$ cat src/rtl/fu_pkg.sv
// Shared types for the stage-3 functional units: multiply opcodes, FSM state
// encoding, and the per-opcode operand signedness lookup.
package fu_pkg;

   typedef enum logic [2:0] {
      MUL,
      MULH,
      MULHSU,
      MULHU,
      MULW
   } mul_op_t;

   typedef enum logic [1:0] {
      StIdle,
      StMult,
      StFix,
      StDone
   } mul_state_t;

   localparam int unsigned WORD_W = 32;

   // Returns {a_signed, b_signed}; MULW operands are sign-extended words.
   function automatic logic [1:0] mul_signs(mul_op_t op);
      logic [1:0] signs;
      case (op)
         MUL, MULH, MULW: signs = 2'b11;
         MULHSU:          signs = 2'b10;
         default:         signs = 2'b00;
      endcase
      return signs;
   endfunction

endpackage

$ cat src/rtl/sub_mul.sv
// Unsigned SUB_W x SUB_W multiplier: a plain operator when a hard multiplier
// is wanted, otherwise a combinational shift-add array in fabric.
module sub_mul #(
   parameter int unsigned SUB_W   = 16,
   parameter int unsigned USE_DSP = 0
) (
   input  logic [SUB_W-1:0]   i_a,
   input  logic [SUB_W-1:0]   i_b,
   output logic [2*SUB_W-1:0] o_p
);

   if (USE_DSP != 0) begin : g_dsp
      assign o_p = {{SUB_W{1'b0}}, i_a} * {{SUB_W{1'b0}}, i_b};
   end else begin : g_fabric
      logic [2*SUB_W-1:0] w_a_ext;
      logic [2*SUB_W-1:0] w_sum;

      assign w_a_ext = {{SUB_W{1'b0}}, i_a};

      always_comb begin
         w_sum = '0;
         for (int k = 0; k < int'(SUB_W); k++) begin
            if (i_b[k]) begin
               w_sum = w_sum + (w_a_ext << k);
            end
         end
      end

      assign o_p = w_sum;
   end

endmodule

$ cat src/rtl/mul_iter_unit.sv
// Iterative RV64M multiplier: one chunk pair per cycle through a single sub_mul,
// accumulated as an unsigned magnitude, then sign-fixed and selected.
module mul_iter_unit
   import fu_pkg::*;
#(
   parameter int unsigned XLEN    = 64,
   parameter int unsigned SUB_W   = 16,
   parameter int unsigned TAG_W   = 5,
   parameter int unsigned USE_DSP = 0
) (
   input  logic             clk,
   input  logic             rst_n,
   input  logic             flush,
   input  logic             in_valid,
   output logic             in_ready,
   input  mul_op_t          in_op,
   input  logic [XLEN-1:0]  in_a,
   input  logic [XLEN-1:0]  in_b,
   input  logic [TAG_W-1:0] in_tag,
   output logic             out_valid,
   input  logic             out_ready,
   output logic [XLEN-1:0]  out_result,
   output logic [TAG_W-1:0] out_tag
);

   localparam int unsigned CH    = XLEN / SUB_W;
   localparam int unsigned IDX_W = (CH > 1) ? $clog2(CH) : 1;
   localparam int unsigned ACC_W = 2 * XLEN;

   mul_state_t         r_state;
   mul_state_t         w_state_d;
   mul_op_t            r_op;
   logic [XLEN-1:0]    r_a_mag;
   logic [XLEN-1:0]    r_b_mag;
   logic               r_neg;
   logic [TAG_W-1:0]   r_tag;
   logic [IDX_W-1:0]   r_ia;
   logic [IDX_W-1:0]   r_jb;
   logic [ACC_W-1:0]   r_acc;
   logic [XLEN-1:0]    r_result;

   logic               w_accept;
   logic               w_last_pair;
   logic [1:0]         w_signs;
   logic [XLEN-1:0]    w_a_ext;
   logic [XLEN-1:0]    w_b_ext;
   logic               w_a_neg;
   logic               w_b_neg;
   logic [XLEN-1:0]    w_a_mag;
   logic [XLEN-1:0]    w_b_mag;
   logic [SUB_W-1:0]   w_a_chunk;
   logic [SUB_W-1:0]   w_b_chunk;
   logic [2*SUB_W-1:0] w_prod;
   logic [ACC_W-1:0]   w_pp;
   logic [ACC_W-1:0]   w_acc_fix;
   logic [XLEN-1:0]    w_result;

   // Operand preparation: MULW works on sign-extended low words.
   always_comb begin
      w_signs = mul_signs(in_op);
      if (in_op == MULW) begin
         w_a_ext = {{(XLEN-WORD_W){in_a[WORD_W-1]}}, in_a[WORD_W-1:0]};
         w_b_ext = {{(XLEN-WORD_W){in_b[WORD_W-1]}}, in_b[WORD_W-1:0]};
      end else begin
         w_a_ext = in_a;
         w_b_ext = in_b;
      end
      w_a_neg = w_signs[1] & w_a_ext[XLEN-1];
      w_b_neg = w_signs[0] & w_b_ext[XLEN-1];
      w_a_mag = w_a_neg ? (~w_a_ext + 1'b1) : w_a_ext;
      w_b_mag = w_b_neg ? (~w_b_ext + 1'b1) : w_b_ext;
   end

   assign w_accept    = (r_state == StIdle) && in_valid && !flush;
   assign w_last_pair = (r_ia == IDX_W'(CH - 1)) && (r_jb == IDX_W'(CH - 1));

   assign w_a_chunk = r_a_mag[r_ia*SUB_W +: SUB_W];
   assign w_b_chunk = r_b_mag[r_jb*SUB_W +: SUB_W];

   sub_mul #(
      .SUB_W   (SUB_W),
      .USE_DSP (USE_DSP)
   ) u_sub_mul (
      .i_a (w_a_chunk),
      .i_b (w_b_chunk),
      .o_p (w_prod)
   );

   assign w_pp      = ACC_W'(w_prod) << (SUB_W * (32'(r_ia) + 32'(r_jb)));
   assign w_acc_fix = r_neg ? (~r_acc + 1'b1) : r_acc;

   always_comb begin
      case (r_op)
         MUL:     w_result = w_acc_fix[XLEN-1:0];
         MULW:    w_result = {{(XLEN-WORD_W){w_acc_fix[WORD_W-1]}}, w_acc_fix[WORD_W-1:0]};
         default: w_result = w_acc_fix[ACC_W-1:XLEN];
      endcase
   end

   always_comb begin
      w_state_d = r_state;
      in_ready  = 1'b0;
      out_valid = 1'b0;
      unique case (r_state)
         StIdle: begin
            in_ready = 1'b1;
            if (w_accept) begin
               w_state_d = StMult;
            end
         end
         StMult: begin
            if (w_last_pair) begin
               w_state_d = StFix;
            end
         end
         StFix: begin
            w_state_d = StDone;
         end
         StDone: begin
            out_valid = 1'b1;
            if (out_ready) begin
               w_state_d = StIdle;
            end
         end
         default: begin
            w_state_d = StIdle;
         end
      endcase
      if (flush) begin
         w_state_d = StIdle;
      end
   end

   always_ff @(posedge clk or negedge rst_n) begin
      if (!rst_n) begin
         r_state <= StIdle;
      end else begin
         r_state <= w_state_d;
      end
   end

   always_ff @(posedge clk or negedge rst_n) begin
      if (!rst_n) begin
         r_op     <= MUL;
         r_a_mag  <= '0;
         r_b_mag  <= '0;
         r_neg    <= 1'b0;
         r_tag    <= '0;
         r_ia     <= '0;
         r_jb     <= '0;
         r_acc    <= '0;
         r_result <= '0;
      end else if (w_accept) begin
         r_op    <= in_op;
         r_a_mag <= w_a_mag;
         r_b_mag <= w_b_mag;
         r_neg   <= w_a_neg ^ w_b_neg;
         r_tag   <= in_tag;
         r_ia    <= '0;
         r_jb    <= '0;
         r_acc   <= '0;
      end else if ((r_state == StMult) && !flush) begin
         r_acc <= r_acc + w_pp;
         // b index runs fastest; a index steps when b wraps.
         if (r_jb == IDX_W'(CH - 1)) begin
            r_jb <= '0;
            r_ia <= r_ia + 1'b1;
         end else begin
            r_jb <= r_jb + 1'b1;
         end
      end else if ((r_state == StFix) && !flush) begin
         r_result <= w_result;
      end
   end

   assign out_result = r_result;
   assign out_tag    = r_tag;

endmodule
$ cat config.mk
export PLATFORM = sky130hd
export DESIGN_NAME = mul_iter_unit
export DESIGN_NICKNAME = d
export VERILOG_FILES = /design/src/rtl/fu_pkg.sv /design/src/rtl/sub_mul.sv /design/src/rtl/mul_iter_unit.sv
export SDC_FILE = /design/constraint.sdc
export NUM_CORES = 2
export LEC_CHECK = 0
export BUFFER_PORTS_ARGS = -buffer_cell sky130_fd_sc_hd__buf_2
export CAP_MARGIN = 20
export CORE_UTILIZATION = 50
export CTS_CLUSTER_SIZE = 14
export DETAILED_ROUTE_END_ITERATION = 12
export GPL_TIMING_DRIVEN = 0
export MAX_ROUTING_LAYER = met4
export PLACE_DENSITY = 0.67
export SLEW_MARGIN = 30
export SYNTH_ARGS = -nofsm -noshare
export SYNTH_HDL_FRONTEND = slang
export SYNTH_SLANG_ARGS = --single-unit
$ cat constraint.sdc
create_clock -name clk -period 32.4 [get_ports clk]
set_input_delay 4.86 -clock clk [delete_from_list [all_inputs] [get_ports clk]]
set_output_delay 4.86 -clock clk [all_outputs]
set_load 0.05 [all_outputs]
==> reports/qor.yml <==
logic_synthesis:
  post_synth_mux_area_share_pct: 3.19
  sequential_element_share_of_the_synthesized_area_pct: 19.4
  post_synth.cell_area_avg_sq_um: 7.42
  synth-edff-count: 0
  post_synthesis_compound_gate_area_fraction_pct: 29.9
  flip_flop_cell_with_the_highest_count_after_synthesis: "sky130_fd_sc_hd__dfrtp_1"
  syn_inst: 5836
  cell_taking_the_most_area_after_synthesis: "sky130_fd_sc_hd__dfrtp_1"
  post_synthesis_cell_type_count: 94
  synth_top_family_by_area: "compound AO/OA/AOI/OAI gates"
  synth-warning-count: 0
  synth.top_cell.area_share_pct: 19.4
  synth-simple-area-share_pct: 20.6
  synth_adder_area_share_pct: 12.2
  synth.top_cells.by_area: "sky130_fd_sc_hd__dfrtp_1 (19%), sky130_fd_sc_hd__ha_1 (12%), sky130_fd_sc_hd__o21ai_0 (7.1%)"
  netlist_area_sq_um: 43300
  post_syn_nets: 6391
  async_set_reset_flop_share_out_of_synthesis_pct: 100
  ys_ff_latch: 335
  synth_xor_area_share_pct: 10.5
place:
  worst_setup_slack_before_clock_tree_synthesis_ns: 0.0582
  inst_count_dp: 7199
  post_dp_cell_area_sq_um: 46100
  gpl.final_weighted_congestion: 1.12
  post-dp-hpwl_microns: 152000
  placement.io_buffers: 209
sta:
  final_setup_violation_count: 0
  finClkSkew_ns: 0.0261
  slew_violations: 0
  relSlewSlack_pct: 30.7
  setup-tns-final_ns: 0
  tightest_pin_transition_ns: 1.01
  min_period_ns: 31.29
  number_of_endpoints_with_negative_hold_slack_in_the_final_report: 0
  grt_setup_unrepaired: "false"
  clock.fmax_mhz: 32.0
  final.setup.worst_slack_ns: 1.11
  min_period_over_period_pct: 96.6
global_routing:
  first_global_vias: 43315
  grt-ovfl-total: 0
  antenna_violations_before_repair: 7
  largest_net_degree_at_the_start_of_global_routing: 85
  wire_length_of_the_first_global_routing_pass_microns: 276000
  grt_usage_pct: 42.9
setup_path:
  setup_slack_of_the_worst_register_to_register_path_ns: 1.11
  end_kind: "flip-flop"
  rr_endpoint: "r_acc[127]$_DFFE_PN0P_"
  slowest_stage: "sky130_fd_sc_hd__o41ai_1"
  critical_path_buf_inv_count: 13
  worst_ep_arrival_time_ns: 31.78
  cp_top_family: "compound AO/OA/AOI/OAI gates"
  rr_worst_depth: 127
  worst_path_most_repeated_cell: "sky130_fd_sc_hd__ha_1"
  cp_max_fo: 23
  worstSetupPathDepth: 127
  crit_end: "r_acc[127]$_DFFE_PN0P_"
  r2r-start: "r_ia[0]$_DFFE_PN0P_"
  cp-start-kind: "flip-flop"
  critPathRequiredTime_ns: 32.88
  worst-setup-path-type: "reg -> reg"
  critical_path.max_stage_delay_ns: 0.91
  worst_setup_path_startpoint: "r_ia[0]$_DFFE_PN0P_"
finish:
  filler_instances: 8511
  layout.cells.most_common: "sky130_fd_sc_hd__nand2_1"
  num-nets-final: 6654
  area_grow_syn2layout_pct: 10.0
  layout.cells.most_common_list: "sky130_fd_sc_hd__nand2_1 (762), sky130_fd_sc_hd__o21ai_0 (607), sky130_fd_sc_hd__nor2_1 (493)"
  finish.cell_count_without_fillers: 7281
  post_route_cells_drive_above_1_share_pct: 7.88
  design_area_sq_um: 47600
clock_tree:
  cts.sink_count: 335
  ctsHtreeMaxLevel: 2
  cts_root_buf: "sky130_fd_sc_hd__clkbuf_16"
  cts-buffers-inserted: 41
  clk-insertion-delay-late_ns: 0.60
  clockBufferDepth: 3
  clk_transition_reported_paths_ns: 0.06
  tritoncts: "done"
  cts.hold.buffers_added: 0
detailed_routing:
  totalWireLength_microns: 188000
  routed_wire_length_per_instance_microns: 25.8
  num_vias: 47606
  route.detailed.drc: 0
  avgViaCountPerCell: 6.54
  first_pass_iters: 6
  violation_count_after_the_first_detailed_routing_iteration: 5324
  route.antenna.remaining_nets: 0
floorplan:
  core_area_sq_um: 85400
  die_h_microns: 296
  full_die_area_sq_um: 87800
  placementRows: 107
  die_span_in_x_microns: 296
  initial_core_util_pct: 50.7
  ios: 212
job:
  maxCapViolCount: 0
run_status:
  run_status: "complete, no violations"
min_path:
  hold_path.class: "reg -> reg"
==> synthesized netlist by cell type, types with 16 or more instances <==
master,n
sky130_fd_sc_hd__dfrtp_1,335
sky130_fd_sc_hd__fa_1,16
sky130_fd_sc_hd__o21ai_1,16
sky130_fd_sc_hd__nor3_1,98
sky130_fd_sc_hd__nand4_1,69
sky130_fd_sc_hd__and3_1,35
sky130_fd_sc_hd__nor2b_1,47
sky130_fd_sc_hd__buf_1,26
sky130_fd_sc_hd__o31ai_1,106
sky130_fd_sc_hd__ha_1,398
sky130_fd_sc_hd__inv_1,201
sky130_fd_sc_hd__nor2_1,493
sky130_fd_sc_hd__a21boi_0,32
sky130_fd_sc_hd__a21o_1,181
sky130_fd_sc_hd__o21bai_1,45
sky130_fd_sc_hd__and2_1,43
sky130_fd_sc_hd__nand3_1,88
sky130_fd_sc_hd__or4_1,41
sky130_fd_sc_hd__o211ai_1,44
sky130_fd_sc_hd__a31oi_1,72
sky130_fd_sc_hd__a21oi_1,465
sky130_fd_sc_hd__o41ai_1,38
sky130_fd_sc_hd__clkbuf_1,253
sky130_fd_sc_hd__nor3b_1,21
sky130_fd_sc_hd__o21ai_0,613
sky130_fd_sc_hd__a221oi_1,16
sky130_fd_sc_hd__nand2b_1,51
sky130_fd_sc_hd__o21a_1,100
sky130_fd_sc_hd__a211oi_1,34
sky130_fd_sc_hd__or2_2,33
sky130_fd_sc_hd__nand2_1,762
sky130_fd_sc_hd__xnor2_1,264
sky130_fd_sc_hd__xor2_1,252
sky130_fd_sc_hd__a22o_1,17
sky130_fd_sc_hd__or3_1,54
sky130_fd_sc_hd__o221ai_1,39
sky130_fd_sc_hd__o22ai_1,52
sky130_fd_sc_hd__nor4_1,33
sky130_fd_sc_hd__mux4_2,18
sky130_fd_sc_hd__mux2i_1,48
sky130_fd_sc_hd__mux2_2,44
==> per-stage QoR <==
step / hold WS [ns] / utilization (%)
finish: 0.473 / 55.8
global route: 0.489 / 55.8
CTS: 0.480 / 55.6
detailed placement: 0.462 / 53.9
global placement: 0.458 / 53.6
floorplan: 0.443 / -
==> worst min path at each step <==
stage | endpoint | from | slack [ns] | depth (start not counted)
floorplan | r_b_mag[46]$_DFFE_PN0P_ | r_b_mag[46]$_DFFE_PN0P_ | 0.44 | 2
global placement | r_b_mag[34]$_DFFE_PN0P_ | r_b_mag[34]$_DFFE_PN0P_ | 0.46 | 2
detailed placement | out_tag[0]$_DFFE_PN0P_ | out_tag[0]$_DFFE_PN0P_ | 0.46 | 2
CTS | r_a_mag[47]$_DFFE_PN0P_ | r_a_mag[47]$_DFFE_PN0P_ | 0.48 | 2
global route | out_result[29]$_DFFE_PN0P_ | out_result[29]$_DFFE_PN0P_ | 0.49 | 2
finish | out_result[19]$_DFFE_PN0P_ | out_result[19]$_DFFE_PN0P_ | 0.47 | 2
==> logic make-up after synthesis <==
| kind of cell | Yosys count |
|---|---|
| compound gates | 2046 |
| simple gates | 1923 |
| xor+xnor | 517 |
| buf+inv | 491 |
| fa+ha+maj | 414 |
| flops | 335 |
| mux | 110 |
==> worst reg2reg max path, delay by kind of cell, from the launching register on <==
family,cells,cell delay (ns)
buffers and inverters,13,2.05
muxes,4,1.75
xor gates and xnor gates,13,2.59
adders and majority gates,17,5.38
AOI/OAI and AO/OA,47,12.92
DFF,1,0.44
and+or+nand+nor,33,6.03
==> state kept, by name, indices dropped and copies added, names as in the netlist <==
| name | cells |
|---|---|
| out_result | 64 |
| out_tag | 5 |
| r_a_mag | 64 |
| r_acc | 128 |
| r_b_mag | 64 |
| r_ia | 2 |
| r_jb | 2 |
| r_neg | 1 |
| r_op | 3 |
| r_state | 2 |
==> cell type report <==
type                            count  area [sq um]  share of cell area, %
Buffer                            288          1110                   2.33
Inverter                          202           758                   1.59
Clock inverter                     21           243                  0.510
Timing Repair Buffer              221          1250                   2.63
Multi-Input combinational cell   5010         33200                   69.8
Clock buffer                       55          1210                   2.54
Tap cell                         1144          1430                   3.00
Sequential cell                   335          8380                   17.6
Antenna cell                        5          12.5                 0.0263
==> what timing repair did <==
action,in CTS,in global routing
endpoints found under the setup margin,1,59
setup buffers,1,1
gates resized for setup,1,20
pin swaps,0,2
==> routing by layer <==
layer,vias to the layer above,part of all wire (%),global-route usage [%]
met2,2634,41,61.3
met4,0,5.3,19.8
li1,21863,-,-
met5,-,0,-
met3,412,10,7.88
met1,22697,43,58.3
Power is left out: the tool's default activity adds up to more than one toggle a clock period on the data nets, which glitch-free logic cannot reach.
